$ cat src/rtl/pipe_pkg.sv
// Shared helpers for the pipe credit receiver: counter sizing for values 0..DEPTH.
package pipe_pkg;

    function automatic int cnt_w(input int depth);
        return $clog2(depth + 1);
    endfunction

endpackage

$ cat src/rtl/pipe_credit_rx_if.sv
// Producer/consumer-facing signals of pipe_credit_rx, grouped with DUT-side (slave) and driver-side (master) views.
interface pipe_credit_rx_if
    import pipe_pkg::*;
#(
    parameter int WIDTH = 32,
    parameter int DEPTH = 4
);
    localparam int CW = cnt_w(DEPTH);

    logic             i_issue;
    logic             o_credit_avail;
    logic             i_arr_valid;
    logic [WIDTH-1:0] i_arr_data;
    logic             o_valid;
    logic [WIDTH-1:0] o_data;
    logic             i_ready;
    logic [CW-1:0]    o_count;
    logic             o_error;

    modport slave (
        input  i_issue, i_arr_valid, i_arr_data, i_ready,
        output o_credit_avail, o_valid, o_data, o_count, o_error
    );

    modport master (
        output i_issue, i_arr_valid, i_arr_data, i_ready,
        input  o_credit_avail, o_valid, o_data, o_count, o_error
    );
endinterface

$ cat src/rtl/credit_ctr.sv
// Up/down counter bounded to 0..MAX; an increment past MAX or a decrement below 0 is
// refused and reported on err for that cycle.
module credit_ctr
    import pipe_pkg::*;
#(
    parameter int MAX     = 4,
    parameter int W       = cnt_w(MAX),
    parameter int RST_VAL = 0
) (
    input  logic         clk,
    input  logic         reset,
    input  logic         inc,
    input  logic         dec,
    output logic [W-1:0] cnt,
    output logic         err
);
    logic [W-1:0] cnt_q, cnt_d;
    logic         inc_ok, dec_ok;

    // A simultaneous legal decrement makes room, so inc at MAX is fine then.
    always_comb begin
        dec_ok = dec && (cnt_q != '0);
        inc_ok = inc && ((cnt_q != W'(MAX)) || dec_ok);
        cnt_d  = cnt_q;
        case ({inc_ok, dec_ok})
            2'b10:   cnt_d = cnt_q + W'(1);
            2'b01:   cnt_d = cnt_q - W'(1);
            default: cnt_d = cnt_q;
        endcase
        err = (dec && !dec_ok) || (inc && !inc_ok);
    end

    always_ff @(posedge clk) begin
        if (reset) begin
            cnt_q <= W'(RST_VAL);
        end else begin
            cnt_q <= cnt_d;
        end
    end

    assign cnt = cnt_q;
endmodule

$ cat src/rtl/pipe_credit_rx.sv
// Receiver for a non-stallable delay pipe: hands out launch credits and lands every
// arriving word in a small first-word-fall-through FIFO drained by valid/ready.
module pipe_credit_rx
    import pipe_pkg::*;
#(
    parameter int WIDTH = 32,
    parameter int DEPTH = 4
) (
    input logic             clk,
    input logic             reset,
    pipe_credit_rx_if.slave bus
);
    localparam int CW = cnt_w(DEPTH);
    localparam int PW = $clog2(DEPTH);

    logic [CW-1:0]    credits, occ;
    logic             cred_err, occ_err;
    logic             pop, full, arr_acc;
    logic [PW-1:0]    wr_ptr_q, wr_ptr_d, rd_ptr_q, rd_ptr_d;
    logic             err_q, err_d;
    logic [WIDTH-1:0] mem [DEPTH];

    assign pop     = bus.o_valid & bus.i_ready;
    assign full    = (occ == CW'(DEPTH));
    assign arr_acc = bus.i_arr_valid & (~full | pop);

    // Credits: issue consumes one, pop returns one.
    credit_ctr #(.MAX(DEPTH), .W(CW), .RST_VAL(DEPTH)) u_credits (
        .clk   (clk),
        .reset (reset),
        .inc   (pop),
        .dec   (bus.i_issue),
        .cnt   (credits),
        .err   (cred_err)
    );

    // Occupancy: full/empty come from here, never from pointer comparison.
    credit_ctr #(.MAX(DEPTH), .W(CW), .RST_VAL(0)) u_occ (
        .clk   (clk),
        .reset (reset),
        .inc   (bus.i_arr_valid),
        .dec   (pop),
        .cnt   (occ),
        .err   (occ_err)
    );

    always_comb begin
        wr_ptr_d = wr_ptr_q;
        rd_ptr_d = rd_ptr_q;
        if (arr_acc) wr_ptr_d = wr_ptr_q + PW'(1);
        if (pop)     rd_ptr_d = rd_ptr_q + PW'(1);
        err_d = err_q | cred_err | occ_err;
    end

    always_ff @(posedge clk) begin
        if (reset) begin
            wr_ptr_q <= '0;
            rd_ptr_q <= '0;
            err_q    <= 1'b0;
        end else begin
            wr_ptr_q <= wr_ptr_d;
            rd_ptr_q <= rd_ptr_d;
            err_q    <= err_d;
        end
    end

    // Storage carries no reset; a stale entry is never visible because occ gates o_valid.
    always_ff @(posedge clk) begin
        if (arr_acc) mem[wr_ptr_q] <= bus.i_arr_data;
    end

    assign bus.o_credit_avail = (credits != '0);
    assign bus.o_valid        = (occ != '0);
    assign bus.o_data         = mem[rd_ptr_q];
    assign bus.o_count        = occ;
    assign bus.o_error        = err_q;
endmodule

$ cat src/flat_wrapper.sv
// flat-port wrapper written by rule: the top's interface ports become plain ports
module pipe_credit_rx_flat import pipe_pkg::*;
#(
    parameter int WIDTH = 32,
    parameter int DEPTH = 4
)
  (clk, reset, bus_i_issue, bus_i_arr_valid, bus_i_arr_data, bus_i_ready, bus_o_credit_avail, bus_o_valid, bus_o_data, bus_o_count, bus_o_error);
  pipe_credit_rx_if #(.WIDTH(WIDTH), .DEPTH(DEPTH)) bus_i ();
  input logic clk;
  input logic reset;
  input wire logic [$bits(bus_i.i_issue)-1:0] bus_i_issue;
  input wire logic [$bits(bus_i.i_arr_valid)-1:0] bus_i_arr_valid;
  input wire logic [$bits(bus_i.i_arr_data)-1:0] bus_i_arr_data;
  input wire logic [$bits(bus_i.i_ready)-1:0] bus_i_ready;
  output wire logic [$bits(bus_i.o_credit_avail)-1:0] bus_o_credit_avail;
  output wire logic [$bits(bus_i.o_valid)-1:0] bus_o_valid;
  output wire logic [$bits(bus_i.o_data)-1:0] bus_o_data;
  output wire logic [$bits(bus_i.o_count)-1:0] bus_o_count;
  output wire logic [$bits(bus_i.o_error)-1:0] bus_o_error;
  assign bus_i.i_issue = bus_i_issue;
  assign bus_i.i_arr_valid = bus_i_arr_valid;
  assign bus_i.i_arr_data = bus_i_arr_data;
  assign bus_i.i_ready = bus_i_ready;
  assign bus_o_credit_avail = bus_i.o_credit_avail;
  assign bus_o_valid = bus_i.o_valid;
  assign bus_o_data = bus_i.o_data;
  assign bus_o_count = bus_i.o_count;
  assign bus_o_error = bus_i.o_error;
  pipe_credit_rx #(.WIDTH(WIDTH), .DEPTH(DEPTH)) u_core (.clk(clk), .reset(reset), .bus(bus_i));
endmodule
$ cat config.mk
export PLATFORM = sky130hd
export DESIGN_NAME = pipe_credit_rx_flat
export DESIGN_NICKNAME = d
export VERILOG_FILES = /design/src/rtl/pipe_pkg.sv /design/src/rtl/pipe_credit_rx_if.sv /design/src/rtl/credit_ctr.sv /design/src/rtl/pipe_credit_rx.sv /design/src/flat_wrapper.sv
export SDC_FILE = /design/constraint.sdc
export NUM_CORES = 1
export LEC_CHECK = 0
export ABC_AREA = 0
export BUFFER_PORTS_ARGS = -buffer_cell sky130_fd_sc_hd__buf_2
export CAP_MARGIN = 20
export CORE_MARGIN = 3
export CORE_UTILIZATION = 45
export DETAILED_ROUTE_END_ITERATION = 16
export SLEW_MARGIN = 10
export SYNTH_ARGS = -nofsm -noshare
export SYNTH_HDL_FRONTEND = slang
export SYNTH_SLANG_ARGS = --single-unit
$ cat constraint.sdc
create_clock -name clk -period 3.1 [get_ports clk]
set_input_delay 0.155 -clock clk [delete_from_list [all_inputs] [get_ports clk]]
set_output_delay 0.155 -clock clk [all_outputs]
set_load 0.05 [all_outputs]
==> results of run 1 <==
[layer usage]
| metal | share of wire [%] | global-route usage, % | vias to the layer above | routed length, um |
|---|---|---|---|---|
| met1 | 43 | 19.3 | 1429 | 4100 |
| met2 | 51 | 25.9 | 78 | 4900 |
| li1 | - | - | 1305 | - |
| met4 | 1.0 | 6.26 | 0 | 99 |
| met5 | 0 | 0 | - | 0 |
| met3 | 5.1 | 5.27 | 7 | 490 |
[cell families (layout without fill, tap and decap cells)]
family	after synthesis	after routing	share of synthesized area (%)
multiplexers	34	34	13.7
flip-flops	141	141	75.6
AO/OA/AOI/OAI	19	19	2.81
buffers and inverters	23	152	1.84
XOR/XNOR	6	6	0.968
adder cells (fa/ha/maj)	6	6	1.66
AND/OR/NAND/NOR	34	34	3.46
[worst max-delay path by stage]
stage                                           endpoint  slack [ps]  cells after the start
detailed placement  u_core.u_credits.cnt[2]$_SDFFE_PP1P_         560                      7
global route        u_core.u_credits.cnt[2]$_SDFFE_PP1P_         410                      7
CTS                 u_core.u_credits.cnt[2]$_SDFFE_PP1P_         550                      7
global placement    u_core.u_credits.cnt[2]$_SDFFE_PP1P_         650                      7
finish              u_core.u_credits.cnt[2]$_SDFFE_PP1P_         540                      7
floorplan           u_core.u_credits.cnt[2]$_SDFFE_PP1P_         400                      8
[registers in the layout, indices dropped and copies added (netlist names), named ones only]
register              count
u_core.u_credits.cnt      3
u_core.rd_ptr_q           2
u_core.mem              128
u_core.wr_ptr_q           2
u_core.bus.o_error        1
u_core.u_occ.cnt          3
[cell type report]
class                   count  area (um2)  share of cell area [%]
well taps                 143         179                    2.59
clock buffers              22         464                    6.71
inverters                   9        33.8                   0.488
multi-input cells          99        1230                    17.8
repair buffers            111         741                    10.7
clock inverters            10         163                    2.35
flip-flops and latches    141        4110                    59.4
[power groups by stage]
stage                     combinational [mW]  clock, mW  sequential (mW)
after floorplan                        0.898          0             2.34
after CTS                               1.18       2.14             2.34
after global routing                    1.24       2.23             2.36
after global placement                  1.13          0             2.36
after detailed placement                1.14          0             2.38
final                                   1.16       2.09             2.33
[through the flow]
| step | setup slack [ps] | area, um2 | utilization (%) |
|---|---|---|---|
| 2_1_floorplan | 403 | 5430 | - |
| 3_3_place_gp | 645 | 5970 | 51.4 |
| 3_5_place_dp | 558 | 5970 | 51.4 |
| 4_1_cts | 551 | 6920 | 59.6 |
| 5_1_grt | 414 | 6920 | 59.6 |
| 6_report | 535 | 6920 | 59.6 |
[cells in the final DEF, fill, tap and decap left out, types with 2 or more instances in the layout]
master	netlist	routed
a311oi_1	2	2
nand2_1	3	3
xor2_1	3	3
o21ai_0	3	3
ha_1	4	4
xnor2_1	3	3
nor2_1	8	8
edfxtp_1	128	128
clkbuf_8	0	2
inv_1	9	9
nor2b_1	2	2
or4_1	2	2
clkinv_2	0	2
bufinv_16	0	4
buf_4	0	4
nand3_1	2	2
mux4_2	32	32
and2_2	1	5
a221oi_1	2	2
fa_1	2	2
clkinv_4	0	2
dfxtp_1	13	11
a21oi_1	3	3
dfxtp_2	0	2
or3_1	2	2
nor3_1	2	2
buf_2	5	74
dlygate4sd3_1	0	32
clkbuf_1	6	3
clkbuf_16	0	17
nand2b_1	3	3
a31oi_1	2	2
clkinvlp_4	0	2
[critical path: stages, from the launching register on]
cell and delay, ps:
dfxtp_1 390, o31ai_4 460, and2_2 220, nand2_1 70, fa_1 410, or3_1 380
o211a_1 130, or4_1 380
[what timing repair did]
| item | 4_1_cts | 5_1_grt |
|---|---|---|
| resized for setup | 0 | 0 |
| hold buffers | 32 | 0 |
| endpoints found under the hold margin | 128 | 0 |
| endpoints found under the setup margin | 0 | 0 |
==> out/results.ini, run 1 <==
[status]
outcome=complete, no violations

[floorplanning]
die_h_um=116
die_area_um2=13400
ios=75
initial_core_util_pct=46.7
row_count=39
core_area_um2=11600
dieWidth_um=116

[clocking]
clock_sinks=141
h-tree-depth=4
cts_buffer_depth=2
cts_tree=yes
path_clk_slew_ps=60
cts-root-buf=clkbuf_16
clk_latency_ps=410
post_cts_buffers=0
cts_buffers=17

[critical_path]
crit_fanout=9
reg2reg_slack_ps=540
regToRegEndpoint=u_core.u_credits.cnt[2]$_SDFFE_PP1P_
critPathKind=reg -> reg
required_ps=3380
worstRegToRegCells=7
r2r-start=u_core.u_occ.cnt[2]$_SDFFE_PP0P_
worstSetupEndpointType=register
setup.worst_path.start_class=register
crit_start=u_core.u_occ.cnt[2]$_SDFFE_PP0P_
cp.arrival_ps=2840

[power_and_ir_drop]
clkPwrFrac_pct=37.5
p_per_area_nw_per_um2=807
peakVddDrop_mv=0.455
power.internal_mw=4.01
power_switching_mw=1.57
swShare_pct=28.1
p_leak_nw=2.42
combPwrFrac_pct=20.7
seq_power_share_pct=41.8
power_mw=5.58

[synth]
async_flop_share_pct=0
yosysTopAreaCell=edfxtp_1
synth_seq_cells=141
yosysSeqAreaShare_pct=75.6
synth_edf_count=128
syn_nets=306
synth_most_common_cell=edfxtp_1
syn_inst=263
synth_area_um2=5430
yosys.area.top_type_share_pct=70.8
synth_area_per_cell_um2=20.6
ys_top_cells_by_area=edfxtp_1 (71%), mux4_2 (13%), dfxtp_1 (4.8%), ha_1 (0.92%), fa_1 (0.74%)
yosysWarnings=0
ys_types=41
synth_common_cells=edfxtp_1 (128), mux4_2 (32), dfxtp_1 (13)
synth_flop_cell=edfxtp_1

[global_routing]
grt_first_pass_wirelength_um=15200
grt_pass1_vias=2940
antenna_found_initial=0
grt_max_degree=33
grt_usage_pct=15.7
grt_overflow=0

[drt]
drt_iter0_drc=172
wl_um=9590
dr.pass1.iters=4
num_vias=2819
drc_errors=0
routedWlPerCell_um=17.9
ant_nets=0
vias_per_cell=5.27

[place]
hpwl_um=5760
routabilityCongestion=0.777
dp.cells=471
portBuffers=74

[sta]
finClkSkew_ps=8.61
final-setup-viol-count=0
tightest_slew_ps=870
hold_ws_ps=91.2
final_max_slew_viol_count=0
fin_crit_sh_pct=82.7
rsz0062_at_grt=false
timing.final.hold_violations=0
tns_ps=0
layout_min_cycle_time_ps=2560
fmax_mhz=390
relSlewSlack_pct=42.0

[final_layout]
n_antenna_cell=0
final_cells=535
nNetsFinal=422
drive_gt1_share_pct=38.0
areaGrowthSynthToFinish_pct=27.4
num-fill-cells=875

[hold_path]
min_path_type=in -> reg
min_path_cells=2
hold_path_startpoint=reset

[run]
cap_violations=0

No activity file was read; power rests on OpenSTA's default activity.
==> run 2: changes to the inputs <==
--- a/config.mk
+++ b/config.mk
@@ -11,6 +11,7 @@
 export CORE_MARGIN = 3
 export CORE_UTILIZATION = 45
 export DETAILED_ROUTE_END_ITERATION = 16
+export PLACE_DENSITY = 0.67
 export SLEW_MARGIN = 10
 export SYNTH_ARGS = -nofsm -noshare
 export SYNTH_HDL_FRONTEND = slang
==> constraint.sdc (replaced) <==
create_clock -name clk -period 2.3 [get_ports clk]
set_input_delay 0.115 -clock clk [delete_from_list [all_inputs] [get_ports clk]]
set_output_delay 0.115 -clock clk [all_outputs]
set_load 0.05 [all_outputs]
==> run 2 against run 1 <==
Compared with the run above:
- count of clock-buffer cells in the layout fell by 3
- clock power rose by 33%
- sequential power increased by 33%
- combinational power grew 42%
- total power is 35% higher
- sequential share of layout area shrank 0.71 points
- worst hold slack worse by 47 ps
- via count decreased by 1.0%
- register-to-register slack got worse by 460 ps
- critical path depth is the same
- final cell count increased by 1.3%
- critical path type unchanged
- largest cell class unchanged
- largest power group unchanged
- highest routed layer unchanged
==> out/results.ini, run 2 (same netlist as run 1, synthesis figures left out) <==
[status]
outcome=complete, no violations

[sta]
timing.final.hold_violations=0
layout_min_cycle_time_ps=2220
final_max_slew_viol_count=0
tightest_slew_ps=471
relSlewSlack_pct=68.5
final-setup-viol-count=0
fin_crit_sh_pct=96.7
fmax_mhz=450
finClkSkew_ps=11.0

[critical_path]
critPathKind=reg -> reg
crit_buf_inv=0
required_ps=2580
cp_cell_sequence=o31ai_4 > and2_4 > nand2_1 > fa_2 > or3_4 > o211a_1 > or4_1
cpLargestDelayFamily=simple AND/OR/NAND/NOR gates
max_stage_delay_ps=380
crit_fanout=8
worstSetupEndpointType=register
cp.arrival_ps=2510
timing.critical_path.slowest_stage_cell=or3_4
setup.worst_path.start_class=register

[global_routing]
grt_max_degree=25
grt_pass1_vias=2870
antenna_found_initial=0
grt_first_pass_wirelength_um=15100
grt_overflow=0
grt_usage_pct=15.6

[place]
portBuffers=74
hpwl_um=5800
placed_area_um2=6080
dp.cells=478
routabilityCongestion=0.699

[final_layout]
nNetsFinal=429
largest_reg_flops=128
n_antenna_cell=0
finalInstanceArea_um2=7010
top_register=u_core.mem
fin_util_pct=60.4
layout_common_cells=edfxtp_1 (128), buf_2 (74), mux4_2 (32), dlygate4sd3_1 (32), clkbuf_16 (17)
drive_gt1_share_pct=39.8
num-fill-cells=866
areaGrowthSynthToFinish_pct=29.2
layout_commonest_cell=edfxtp_1
final_cells=542

[power_and_ir_drop]
peakVddDrop_mv=0.737
power_switching_mw=2.14
p_leak_nw=2.46
combPwrFrac_pct=22.0
swShare_pct=28.5
seq_power_share_pct=41.2
power.internal_mw=5.38
clkPwrFrac_pct=36.8
p_per_area_nw_per_um2=1070

[drt]
ant_nets=0
num_vias=2790
drt_iter0_drc=157
vias_per_cell=5.15
drc_errors=0
wl_um=9690
routedWlPerCell_um=17.9
dr.pass1.iters=5

[clocking]
clock_sinks=141
cts-root-buf=clkbuf_16
post_cts_buffers=0
cts_buffer_depth=2
cts_tree=yes
path_clk_slew_ps=60
h-tree-depth=4
cts_buffers=17
clk_latency_ps=410

[run]
cap_violations=0

[floorplanning]
die_area_um2=13400
die_h_um=116
row_count=39
dieWidth_um=116
initial_core_util_pct=46.7
core_area_um2=11600
ios=75

[hold_path]
min_path_type=in -> reg

## run 2: power by group through the flow
stage / combinational [mW] / clock, mW / sequential (mW)
floorplan: 1.22 / 0 / 3.16
global placement: 1.62 / 0 / 3.13
detailed placement: 1.63 / 0 / 3.15
CTS: 1.68 / 2.83 / 3.10
global route: 1.78 / 2.93 / 3.11
finish: 1.65 / 2.77 / 3.10
## run 2: through the flow
step	total power, mW	setup TNS [ps]	setup WS, ps	hold slack, ps
floorplan	4.38	-224	-224	214
global placement	4.75	0	126	327
detailed placement	4.78	0	91.1	333
CTS	7.61	0	76.8	19.7
global route	7.82	-6.69	-6.69	48.9
finish	7.52	0	75.3	44.3
## run 2: final timing paths
kind / from / end / slack [ps] / depth (start not counted)
setup / recovery: u_core.u_occ.cnt[2]$_SDFFE_PP0P_ / u_core.u_credits.cnt[2]$_SDFFE_PP1P_ / 80 / 7
hold / removal: reset / u_core.wr_ptr_q[1]$_SDFFE_PP0P_ / 40 / 2
setup reg to reg: u_core.u_occ.cnt[2]$_SDFFE_PP0P_ / u_core.u_credits.cnt[2]$_SDFFE_PP1P_ / 80 / 7
hold reg to reg: u_core.u_occ.cnt[0]$_SDFFE_PP0P_ / u_core.u_occ.cnt[0]$_SDFFE_PP0P_ / 540 / 1
## run 2: repair_timing
| action | 4_1_cts | 5_1_grt |
|---|---|---|
| endpoints found under the hold margin | 128 | 0 |
| hold buffers | 32 | 0 |
| endpoints found under the setup margin | 0 | 1 |
| gates resized for setup | 0 | 1 |
## run 2: metal layers
metal,wire [um],global-route usage [%]
met1,4190,19.6
met2,5020,25.3
met3,330,4.75
met4,144,6.73
met5,0,0
## run 2: cell type report
type	instances	area, um2	area share [%]
multi-input combinational	99	1240	17.7
clock inverter	13	171	2.44
sequential	141	4110	58.7
clock buffer	19	433	6.17
timing repair buffer	118	843	12.0
inverter	9	33.8	0.482
tap	143	179	2.55
## run 2: worst register-to-register path, delay by kind of cell, from the launching register on
family                     cells  cell delay (ps)
AOI/OAI and AO/OA              2              380
adders and majority gates      1              360
DFF                            1              370
and+or+nand+nor                4              990
